[src/rtl/mul_share_arbiter.sv]
// Shares one column-bypass multiplier between pipe 0 and pipe 1 with round-robin grant and in-order result routing.
// Optional operand swap (sparser operand onto the column input) is enabled by defining MUL_SHARE_ARB_OPSWAP_EN.
module mul_share_arbiter (
    input  logic        clk_i,
    input  logic        rst_i,
    input  logic        req0_valid_i,
    output logic        req0_ready_o,
    input  logic [31:0] req0_op_a_i,
    input  logic [31:0] req0_op_b_i,
    input  logic [4:0]  req0_rd_idx_i,
    input  logic        req1_valid_i,
    output logic        req1_ready_o,
    input  logic [31:0] req1_op_a_i,
    input  logic [31:0] req1_op_b_i,
    input  logic [4:0]  req1_rd_idx_i,
    input  logic        flush_i,
    output logic        mul_start_o,
    output logic [31:0] mul_op_a_o,
    output logic [31:0] mul_op_b_o,
    output logic [4:0]  mul_rd_idx_o,
    input  logic        mul_done_i,
    input  logic [31:0] mul_result_i,
    input  logic [4:0]  mul_result_rd_idx_i,
    output logic        resp0_valid_o,
    output logic        resp1_valid_o,
    output logic [31:0] resp_result_o,
    output logic [4:0]  resp_rd_idx_o
);

    typedef enum logic [1:0] {ST_IDLE, ST_WAIT, ST_DRAIN} state_t;

    state_t      state_q, state_d;
    logic        owner_q;
    logic        last_grant_q;
    logic        winner;
    logic        any_valid;
    logic        can_issue;
    logic        accept;
    logic        capture;
    logic        swap_ops;
    logic [31:0] win_a, win_b;
    logic [4:0]  win_rd;

`ifdef MUL_SHARE_ARB_OPSWAP_EN
    function automatic logic [5:0] popcnt32(input logic [31:0] v);
        logic [5:0] c;
        c = '0;
        for (int i = 0; i < 32; i++) begin
            c = c + {5'd0, v[i]};
        end
        return c;
    endfunction

    // Latency scales with the column operand's set bits, so put the sparser one there.
    assign swap_ops = popcnt32(win_a) > popcnt32(win_b);
`else
    assign swap_ops = 1'b0;
`endif

    assign any_valid = req0_valid_i | req1_valid_i;
    assign can_issue = !flush_i && ((state_q == ST_IDLE) || mul_done_i);
    assign accept    = can_issue && any_valid;

    always_comb begin
        if (req0_valid_i && req1_valid_i) begin
            winner = ~last_grant_q;
        end else begin
            winner = req1_valid_i;
        end
    end

    assign win_a  = winner ? req1_op_a_i   : req0_op_a_i;
    assign win_b  = winner ? req1_op_b_i   : req0_op_b_i;
    assign win_rd = winner ? req1_rd_idx_i : req0_rd_idx_i;

    assign req0_ready_o = accept && !winner;
    assign req1_ready_o = accept &&  winner;

    // Operand bus is held at zero unless a start is issued this cycle.
    assign mul_start_o  = accept;
    assign mul_op_a_o   = accept ? (swap_ops ? win_b : win_a) : 32'd0;
    assign mul_op_b_o   = accept ? (swap_ops ? win_a : win_b) : 32'd0;
    assign mul_rd_idx_o = accept ? win_rd : 5'd0;

    always_comb begin
        state_d = state_q;
        capture = 1'b0;
        case (state_q)
            ST_IDLE: begin
                if (accept) begin
                    state_d = ST_WAIT;
                end
            end
            ST_WAIT: begin
                if (flush_i) begin
                    state_d = mul_done_i ? ST_IDLE : ST_DRAIN;
                end else if (mul_done_i) begin
                    capture = 1'b1;
                    state_d = accept ? ST_WAIT : ST_IDLE;
                end
            end
            ST_DRAIN: begin
                if (mul_done_i) begin
                    state_d = accept ? ST_WAIT : ST_IDLE;
                end
            end
            default: state_d = ST_IDLE;
        endcase
    end

    always_ff @(posedge clk_i or posedge rst_i) begin
        if (rst_i) begin
            state_q      <= ST_IDLE;
            owner_q      <= 1'b0;
            last_grant_q <= 1'b1;
        end else begin
            state_q <= state_d;
            if (accept) begin
                owner_q      <= winner;
                last_grant_q <= winner;
            end
        end
    end

    always_ff @(posedge clk_i or posedge rst_i) begin
        if (rst_i) begin
            resp0_valid_o <= 1'b0;
            resp1_valid_o <= 1'b0;
            resp_result_o <= 32'd0;
            resp_rd_idx_o <= 5'd0;
        end else begin
            resp0_valid_o <= capture && !owner_q;
            resp1_valid_o <= capture &&  owner_q;
            if (capture) begin
                resp_result_o <= mul_result_i;
                resp_rd_idx_o <= mul_result_rd_idx_i;
            end
        end
    end

endmodule
[config.mk]
export PLATFORM = sky130hd
export DESIGN_NAME = mul_share_arbiter
export DESIGN_NICKNAME = d
export VERILOG_FILES = /design/src/rtl/mul_share_arbiter.sv
export SDC_FILE = /design/constraint.sdc
export NUM_CORES = 1
export LEC_CHECK = 0
export CORE_AREA = 4 4 111 113
export CTS_CLUSTER_DIAMETER = 60
export CTS_CLUSTER_SIZE = 14
export DETAILED_ROUTE_END_ITERATION = 6
export DIE_AREA = 0 0 115 117
export GPL_ROUTABILITY_DRIVEN = 0
export PLACE_DENSITY_LB_ADDON = 0.3
export SETUP_SLACK_MARGIN = 0.5
export SLEW_MARGIN = 20
export SYNTH_ARGS = -nofsm -noshare
export SYNTH_HDL_FRONTEND = slang
export SYNTH_SLANG_ARGS = --single-unit
export TNS_END_PERCENT = 30
[constraint.sdc]
create_clock -name clk_i -period 2.81 [get_ports clk_i]
set_input_delay 0.281 -clock clk_i [delete_from_list [all_inputs] [get_ports clk_i]]
set_output_delay 0.281 -clock clk_i [all_outputs]
set_load 0.01 [all_outputs]
; ---- Word level (Yosys, flattened, before mapping)
; Index checks and enable logic that the tools add are counted.
[totals]
register_bits = 43
out_inout_bits = 111
wordCells = 40
[op_classes]
eq_ne = 3
n_mux = 16
n_bitwise = 2
n_reduce_logical = 12
[ops]
columns = operator, n
row1 = two-way mux 32 bit, 4
row2 = two-way mux 5 bit, 2
row3 = two-way mux 2 bit, 4
row4 = logical AND 1 bit, 7
row5 = case mux 2 bit (3 select lines), 1
row6 = two-way mux 1 bit, 5
row7 = zero test 1 bit, 3
row8 = == test 2 x 1 -> 1 bit (second input constant), 1
row9 = == test 2 bit (second input constant), 1
row10 = zero test 2 bit, 1
row11 = inequality test 2 bit (second input constant), 1
row12 = logical OR 1 bit, 1
row13 = NOT 1 bit, 1
row14 = OR 1 bit, 1

; ---- Longest topological paths before layout
; Gate-level depths: netlist of run 1.
[logic_depth]
ltp_word = 8
ltp_mapped = 5
mapped_depth_nobuf = 3

; ---- Worst setup path after synthesis of run 1
; Ideal clock, no wire load.
[synth_path]
path_kind = register to output
startpoint = register last_grant_q
endpoint = output port mul_op_b_o[26]
arrival_ps = 1209
t_required_ps = 2529
slack_ps = 1320
stages_incl_launch_ff = 6
n_path_buf = 2
path_cell_list = dfstp_2 -> a21bo_2 -> buf_2 -> buf_2 -> nand2_1 -> a21oi_1
[synth_between]
elab_chain_cells = 4
[synth_lines]
columns = item, line
row1 = "start, declared", 34  ; logic last_grant_q;
row2 = "start signal, assigned", 120  ; last_grant_q <= winner;
row3 = NOT 1 bit, 66  ; winner = ~last_grant_q;
row4 = two-way mux 1 bit, 65  ; if (req0_valid_i && req1_valid_i) begin
row5 = two-way mux 32 bit, 73  ; assign win_b = winner ? req1_op_b_i : req0_op_b_i;
row6 = two-way mux 32 bit, 82  ; assign mul_op_b_o = accept ? (swap_ops ? win_a : win_b) : 32'd0;
row7 = "end, declared", 19  ; output logic [31:0] mul_op_b_o,
; No other way between the ends.

; ---- Final worst setup path of run 1
[layout_path]
startpoint = register last_grant_q
endpoint = output port mul_op_b_o[25]
; Same word-level chain as after synthesis.

==> results of run 1 <==
## per-layer routing
metal  vias up  wire, um
li1       1668         -
met3        21      1350
met2       162      7360
met4         4       251
met1      1625      5000
met5         -        39
## flip-flops by register name, indices dropped and copies added (netlist names)
signal / cells
resp_result_o: 32
resp_rd_idx_o: 5
state_q: 2
last_grant_q: 1
owner_q: 1
resp0_valid_o: 1
resp1_valid_o: 1
## worst reg2reg max path: cells and delay by family (launching register included)
| family | cells | cell delay, ns |
|---|---|---|
| DFF | 1 | 0.41 |
| and+or+nand+nor | 1 | 0.73 |
| muxes | 1 | 0.45 |
## logic make-up after synthesis
group / after synthesis / share of synthesized area (%)
simple gates: 149 / 21.7
compound gates: 75 / 14.3
flops: 43 / 39.6
mux: 39 / 17.2
buf+inv: 31 / 7.26
## metrics by stage
| step | cells | setup WS, ns |
|---|---|---|
| 2_1_floorplan | 337 | 1.32 |
| 3_3_place_gp | 750 | 0.320 |
| 3_5_place_dp | 750 | 0.286 |
| 4_1_cts | 761 | 0.423 |
| 5_1_grt | 763 | 0.351 |
| 6_report | 764 | 0.462 |
## final cells by class
| class | count | area [um2] |
|---|---|---|
| antenna | 2 | 5.00 |
| clock buffer | 5 | 125 |
| clock inverter | 3 | 46.3 |
| fill | 1054 | 5270 |
| inverter | 3 | 11.3 |
| multi-input combinational | 263 | 1490 |
| sequential | 43 | 1080 |
| tap | 143 | 179 |
| timing repair buffer | 302 | 3130 |
## power groups by stage
stage | sequential [W] | clock [W] | combinational, W
after floorplan | 0.000930 | 0 | 0.000419
after global placement | 0.000860 | 0 | 0.00126
final | 0.000858 | 0.000662 | 0.00129
after detailed placement | 0.000869 | 0 | 0.00127
after CTS | 0.000861 | 0.000679 | 0.00131
after global routing | 0.000881 | 0.000709 | 0.00139
## repair_timing
item	in CTS	in global routing
cloned	2	1
hold buffers	0	0
setup endpoints to repair	70	59
setup buffers	1	0
gates resized for setup	20	15
## worst paths after layout
| check | from | end | slack (ns) | cells past startpoint |
|---|---|---|---|---|
| max in group asynchronous | rst_i | resp_result_o[11]$_DFFE_PP0P_ | 1.76 | 3 |
| min reg2reg | owner_q$_DFFE_PP0N_ | resp0_valid_o$_DFF_PP0_ | 0.44 | 1 |
| min in group clk_i | owner_q$_DFFE_PP0N_ | resp0_valid_o$_DFF_PP0_ | 0.44 | 1 |
| max | last_grant_q$_DFFE_PP1N_ | mul_op_b_o[25] | 0.46 | 5 |
| min | rst_i | resp_result_o[2]$_DFFE_PP0P_ | 0.35 | 2 |
| max reg2reg | state_q[1]$_DFFE_PP0P_ | resp_result_o[10]$_DFFE_PP0P_ | 1.10 | 2 |
## layout by cell type, fill, tap and decap left out, types with 4 or more instances in the layout
cell               n
clkbuf_16          6
clkdlybuf4s50_1  261
nand2_1          138
mux2_2            31
dfrtp_1           42
mux2_4             8
dlymetal6s2s_1    15
a21oi_1           71
buf_12             4
dlygate4sd2_1     15
==> qor.yml, run 1 <==
power_and_ir_drop:
  combPwrFrac_pct: 46.0
  p_per_area_nw_per_um2: 465
  power_frac_seq_pct: 30.5
  total_power_w: 0.00282
  vdd.ir_drop.worst_mv: 0.381
  switching_share_pct: 28.8
  p_switching_w: 0.000812
  internal_power_w: 0.00200
  cellLeakagePower_nw: 2.73
  pwr-share-clk_pct: 23.5
synth:
  yosysWarningCount: 0
  synthArstFlopShare_pct: 100
  syn_inst: 337
  synth.distinct_cells: 23
  syn_area_um2: 2720
  synth_ff_type: "dfrtp_1"
  synth-edff-count: 0
  synth.avg_cell_area_um2: 8.08
  ys_top_cells_by_area: "dfrtp_1 39%, nand2_1 19%, a21oi_1 13%"
  yosysMostFrequentCell: "nand2_1"
  seq_area_frac_synth_pct: 39.5
  yosys.area.top_type: "dfrtp_1"
  synth_top_area_share_pct: 38.6
  ys_ff_latch: 43
  yosys-top-cells-count: "138 x nand2_1, 71 x a21oi_1, 42 x dfrtp_1"
  syn-num-nets: 518
routing:
  drc: 0
  detail_route.wl_per_cell_um: 18.3
  ant_nets: 0
  vias_per_cell: 4.55
  drt_wl_total_um: 14000
  num_vias: 3480
  dr.pass1.iters: 4
  drt_iter0_markers: 229
global_route:
  met3_usage_pct: 6.27
  grt.total_usage_pct: 18.4
  grt-ovfl-total: 0
  grt_pass1_vias: 3554
  antenna_found_initial: 4
  grt_pass1_wl_um: 19500
  gr-usage-met2_pct: 33.6
  grt_max_degree: 47
  grt.busiest_layer: "met2"
  use_met1_pct: 20.8
cells_and_area:
  drive_above_1_share_pct: 10.3
  area_delta_synth_final_pct: 122
  fin_util_pct: 53.5
  design_area_um2: 6060
  nets: 799
die:
  die_y_um: 117
  ioPinCount: 292
  die_x_um: 115
  die-area_um2: 13500
  initial_utilization_pct: 24.1
  std_cell_rows: 39
  core_area_um2: 11300
job:
  cap_violations: 0
setup_path:
  path_delay_family: "buffers and inverters"
  crit_chain: "a21bo_4 -> buf_4 -> nand2_1 -> a21oi_1 -> clkdlybuf4s50_1"
  critPathBufInv: 2
  worst_setup_path_start_kind: "register"
  crit_required_ns: 2.53
  max_stage_delay_ns: 0.58
  cp.arrival_ns: 2.07
  worstSetupEndpointType: "output pin"
  critPathMaxFanout: 9
  slowest_stage: "dfstp_2"
  crit_type: "register to output pin"
clocking:
  clock_latency_ns: 0.28
  cts-buffers-inserted: 5
  cts_sinks: 43
  cts_tree: "done"
  clockBufferDepth: 2
  clock_tree.root_cell: "clkbuf_16"
  cts_max_level: 2
  clkTransAtPathRegs_ns: 0.06
sta:
  slew_violations: 0
  rsz0062_at_grt: "true"
  fin_skew_ns: 0.00565
  tightest_slew_ns: 0.746
  setup_violations: 0
  fin_crit_sh_pct: 83.5
  layout_min_cycle_time_ns: 2.35
  finalHoldViolations: 0
  slew_headroom_pct: 50.0
  fin_tns_setup_ns: 0
  whs_ns: 0.355
  max_freq_ghz: 0.426
placement:
  portBuffers: 291
  place_area_um2: 5750
  hpwlAfterDp_um: 11200
min_path:
  hold_path.class: "input pin to asynchronous set/reset pin"
run_status:
  status: "complete, no violations"
Power figures use the tool's default switching activity.
==> inputs of run 2 (changes only) <==
- clock period: 2.81 -> 2 ns (I/O delays scaled with it)
==> run 2 against run 1 <==
Total power grew 62%; highest routed layer unchanged; largest power group unchanged; sequential power grew 41%; hold slack lost 0.11 ns.
==> qor.yml, run 2 (synthesized netlist as in run 1, its figures left out) <==
die:
  die_x_um: 115  # unchanged
  die-area_um2: 13500  # unchanged
  std_cell_rows: 39  # unchanged
  initial_utilization_pct: 24.1  # unchanged
  die_y_um: 117  # unchanged
  core_area_um2: 11300  # unchanged
  ioPinCount: 292  # unchanged
power_and_ir_drop:
  p_per_area_nw_per_um2: 618  # +33%
  vdd.ir_drop.worst_mv: 0.505  # +33%
  total_power_w: 0.00457  # +62%
  cellLeakagePower_nw: 3.32  # +21%
global_route:
  grt.busiest_layer: "met2"
  use_met1_pct: 24.9  # +4.1 points
  grt-ovfl-total: 0  # unchanged
  met3_usage_pct: 5.35  # -0.93 points
  grt.total_usage_pct: 20.4  # +2.0 points
  grt_pass1_wl_um: 21400  # +10%
  grt_pass1_vias: 3856  # +8.5%
  gr-usage-met2_pct: 36.2  # +2.6 points
  antenna_found_initial: 2  # -2
  grt_max_degree: 33  # -30%
placement:
  portBuffers: 291  # unchanged
  place_area_um2: 5970  # +3.9%
  hpwlAfterDp_um: 11200  # +0.46%
clocking:
  clock_latency_ns: 0.28  # about the same
  cts_tree: "done"
  clock_tree.root_cell: "clkbuf_16"
  clkTransAtPathRegs_ns: 0.06  # about the same
  cts_max_level: 2  # unchanged
  clockBufferDepth: 2  # unchanged
  cts-buffers-inserted: 5  # unchanged
  cts_sinks: 43  # unchanged
sta:
  max_freq_ghz: 0.501
  tightest_slew_ns: 0.675  # -0.0703 ns
  slew_violations: 0  # unchanged
  finalHoldViolations: 0  # unchanged
  slew_headroom_pct: 54.7  # +4.7 points
  setup_violations: 0  # unchanged
  fin_crit_sh_pct: 99.8
  layout_min_cycle_time_ns: 2.00
  whs_ns: 0.243  # -0.112 ns
  rsz0062_at_grt: "true"
  fin_skew_ns: 0.00598  # +0.000333 ns
cells_and_area:
  drive_above_1_share_pct: 48.2  # +38 points
  final_cell_mix: "216 x clkdlybuf4s50_1, 76 x nand2_1, 62 x buf_2, 57 x a21oi_2, 42 x dfrtp_1"
  nets: 861  # +7.8%
  largest_register: "resp_result_o"
  area_delta_synth_final_pct: 172
  fillers: 847  # -20%
  mostFrequentLayoutCell: "clkdlybuf4s50_1"
  reg_top3: "resp_result_o (32), resp_rd_idx_o (5), state_q (2)"
  design_area_um2: 7400  # +22%
  largest_reg_flops: 32  # unchanged
setup_path:
  crit_required_ns: 1.80  # -0.73 ns
  slowest_stage: "dfstp_2"
  critPathMaxFanout: 6  # -3
  crit_type: "register to output pin"
  cp.arrival_ns: 1.80  # -0.27 ns
  crit_chain: "a21bo_4 -> buf_6 -> buf_12 -> buf_6 -> nand2_4 -> a21oi_4 -> buf_6"
  max_stage_delay_ns: 0.57  # about the same
  worstSetupEndpointType: "output pin"
  cpMostUsedCell: "buf_6"
  worst_setup_path_start_kind: "register"
job:
  cap_violations: 0  # unchanged
routing:
  detail_route.wl_per_cell_um: 20.7  # +13%
  drt_wl_total_um: 17100  # +22%
  dr.pass1.iters: 4  # unchanged
  vias_per_cell: 4.69  # +2.9%
  num_vias: 3871  # +11%
  drc: 0  # unchanged
  drt_iter0_markers: 171  # -25%
  ant_nets: 0  # unchanged
run_status:
  status: "complete, no violations"
min_path:
  hold_path.class: "input pin to asynchronous set/reset pin"
[run 2: cell count changes in the layout (fill, tap and decap cells not counted), moves of 30 or more]
cell / previous run / this run
clkdlybuf4s50_1: 261 / 216
mux2_4: 8 / 38
a21oi_1: 71 / 5
nand2_4: 0 / 37
nand2_1: 138 / 76
a21oi_2: 0 / 57
buf_6: 1 / 39
mux2_2: 31 / 1
buf_2: 0 / 62
[run 2: layout make-up]
cell class	instances	area, um2	area share (%)
inverter	3	11.3	0.152
antenna	2	5.00	0.0676
tap	143	179	2.42
clock buffer	7	153	2.06
timing repair buffer	364	3710	50.1
multi-input combinational	263	2260	30.5
sequential	43	1080	14.6
clock inverter	1	7.51	0.101
[run 2: metal layers]
layer / part of all wire (%) / vias to the layer above / wire length (um)
met3: 7.8 / 30 / 1330
met4: 2.5 / 2 / 424
li1: - / 1802 / -
met5: 0.059 / - / 10
met1: 37 / 1866 / 6370
met2: 52 / 171 / 8930
[run 2: path summary, 6_finish.rpt]
kind,start,end,slack (ns),depth (start not counted)
setup / recovery,last_grant_q$_DFFE_PP1N_,mul_op_a_o[0],0.003,7
hold / removal,rst_i,resp_rd_idx_o[0]$_DFFE_PP0P_,0.24,2
setup reg to reg,state_q[1]$_DFFE_PP0P_,resp_result_o[20]$_DFFE_PP0P_,0.40,4
hold reg to reg,owner_q$_DFFE_PP0N_,resp0_valid_o$_DFF_PP0_,0.45,1
max in group asynchronous,rst_i,resp_rd_idx_o[4]$_DFFE_PP0P_,1.25,3
min in group clk_i,mul_done_i,state_q[1]$_DFFE_PP0P_,0.42,3
[run 2: where the power goes]
group | switching (W) | internal (W)
Combinational | 0.000973 | 0.00153
Clock | 0.000326 | 0.000531
Sequential | 0.000125 | 0.00109
[run 2: timing repair]
item | 4_1_cts | 5_1_grt
cloned | 6 | 5
pin swaps | 36 | 87
resized for setup | 400 | 169
setup buffers | 9 | 23
setup endpoints to repair | 110 | 111
hold buffers | 0 | 0
[run 2: worst max-delay path, delay by kind of cell (launching register included)]
kind,cells,cell delay (ns)
flip-flops,1,0.57
AO/OA/AOI/OAI,2,0.40
buffers and inverters,4,0.48
AND/OR/NAND/NOR,1,0.05
[run 2: per-stage QoR]
stage | cells | util [%] | setup WS [ns] | TNS (ns)
6_report | 826 | 65.4 | 0.00302 | 0
5_1_grt | 825 | 65.3 | -0.0585 | -0.619
4_1_cts | 796 | 59.6 | -0.0171 | -0.0429
3_5_place_dp | 773 | 52.7 | -0.328 | -16.25
3_3_place_gp | 773 | 52.7 | -0.284 | -14.95
2_1_floorplan | 337 | - | 0.591 | 0
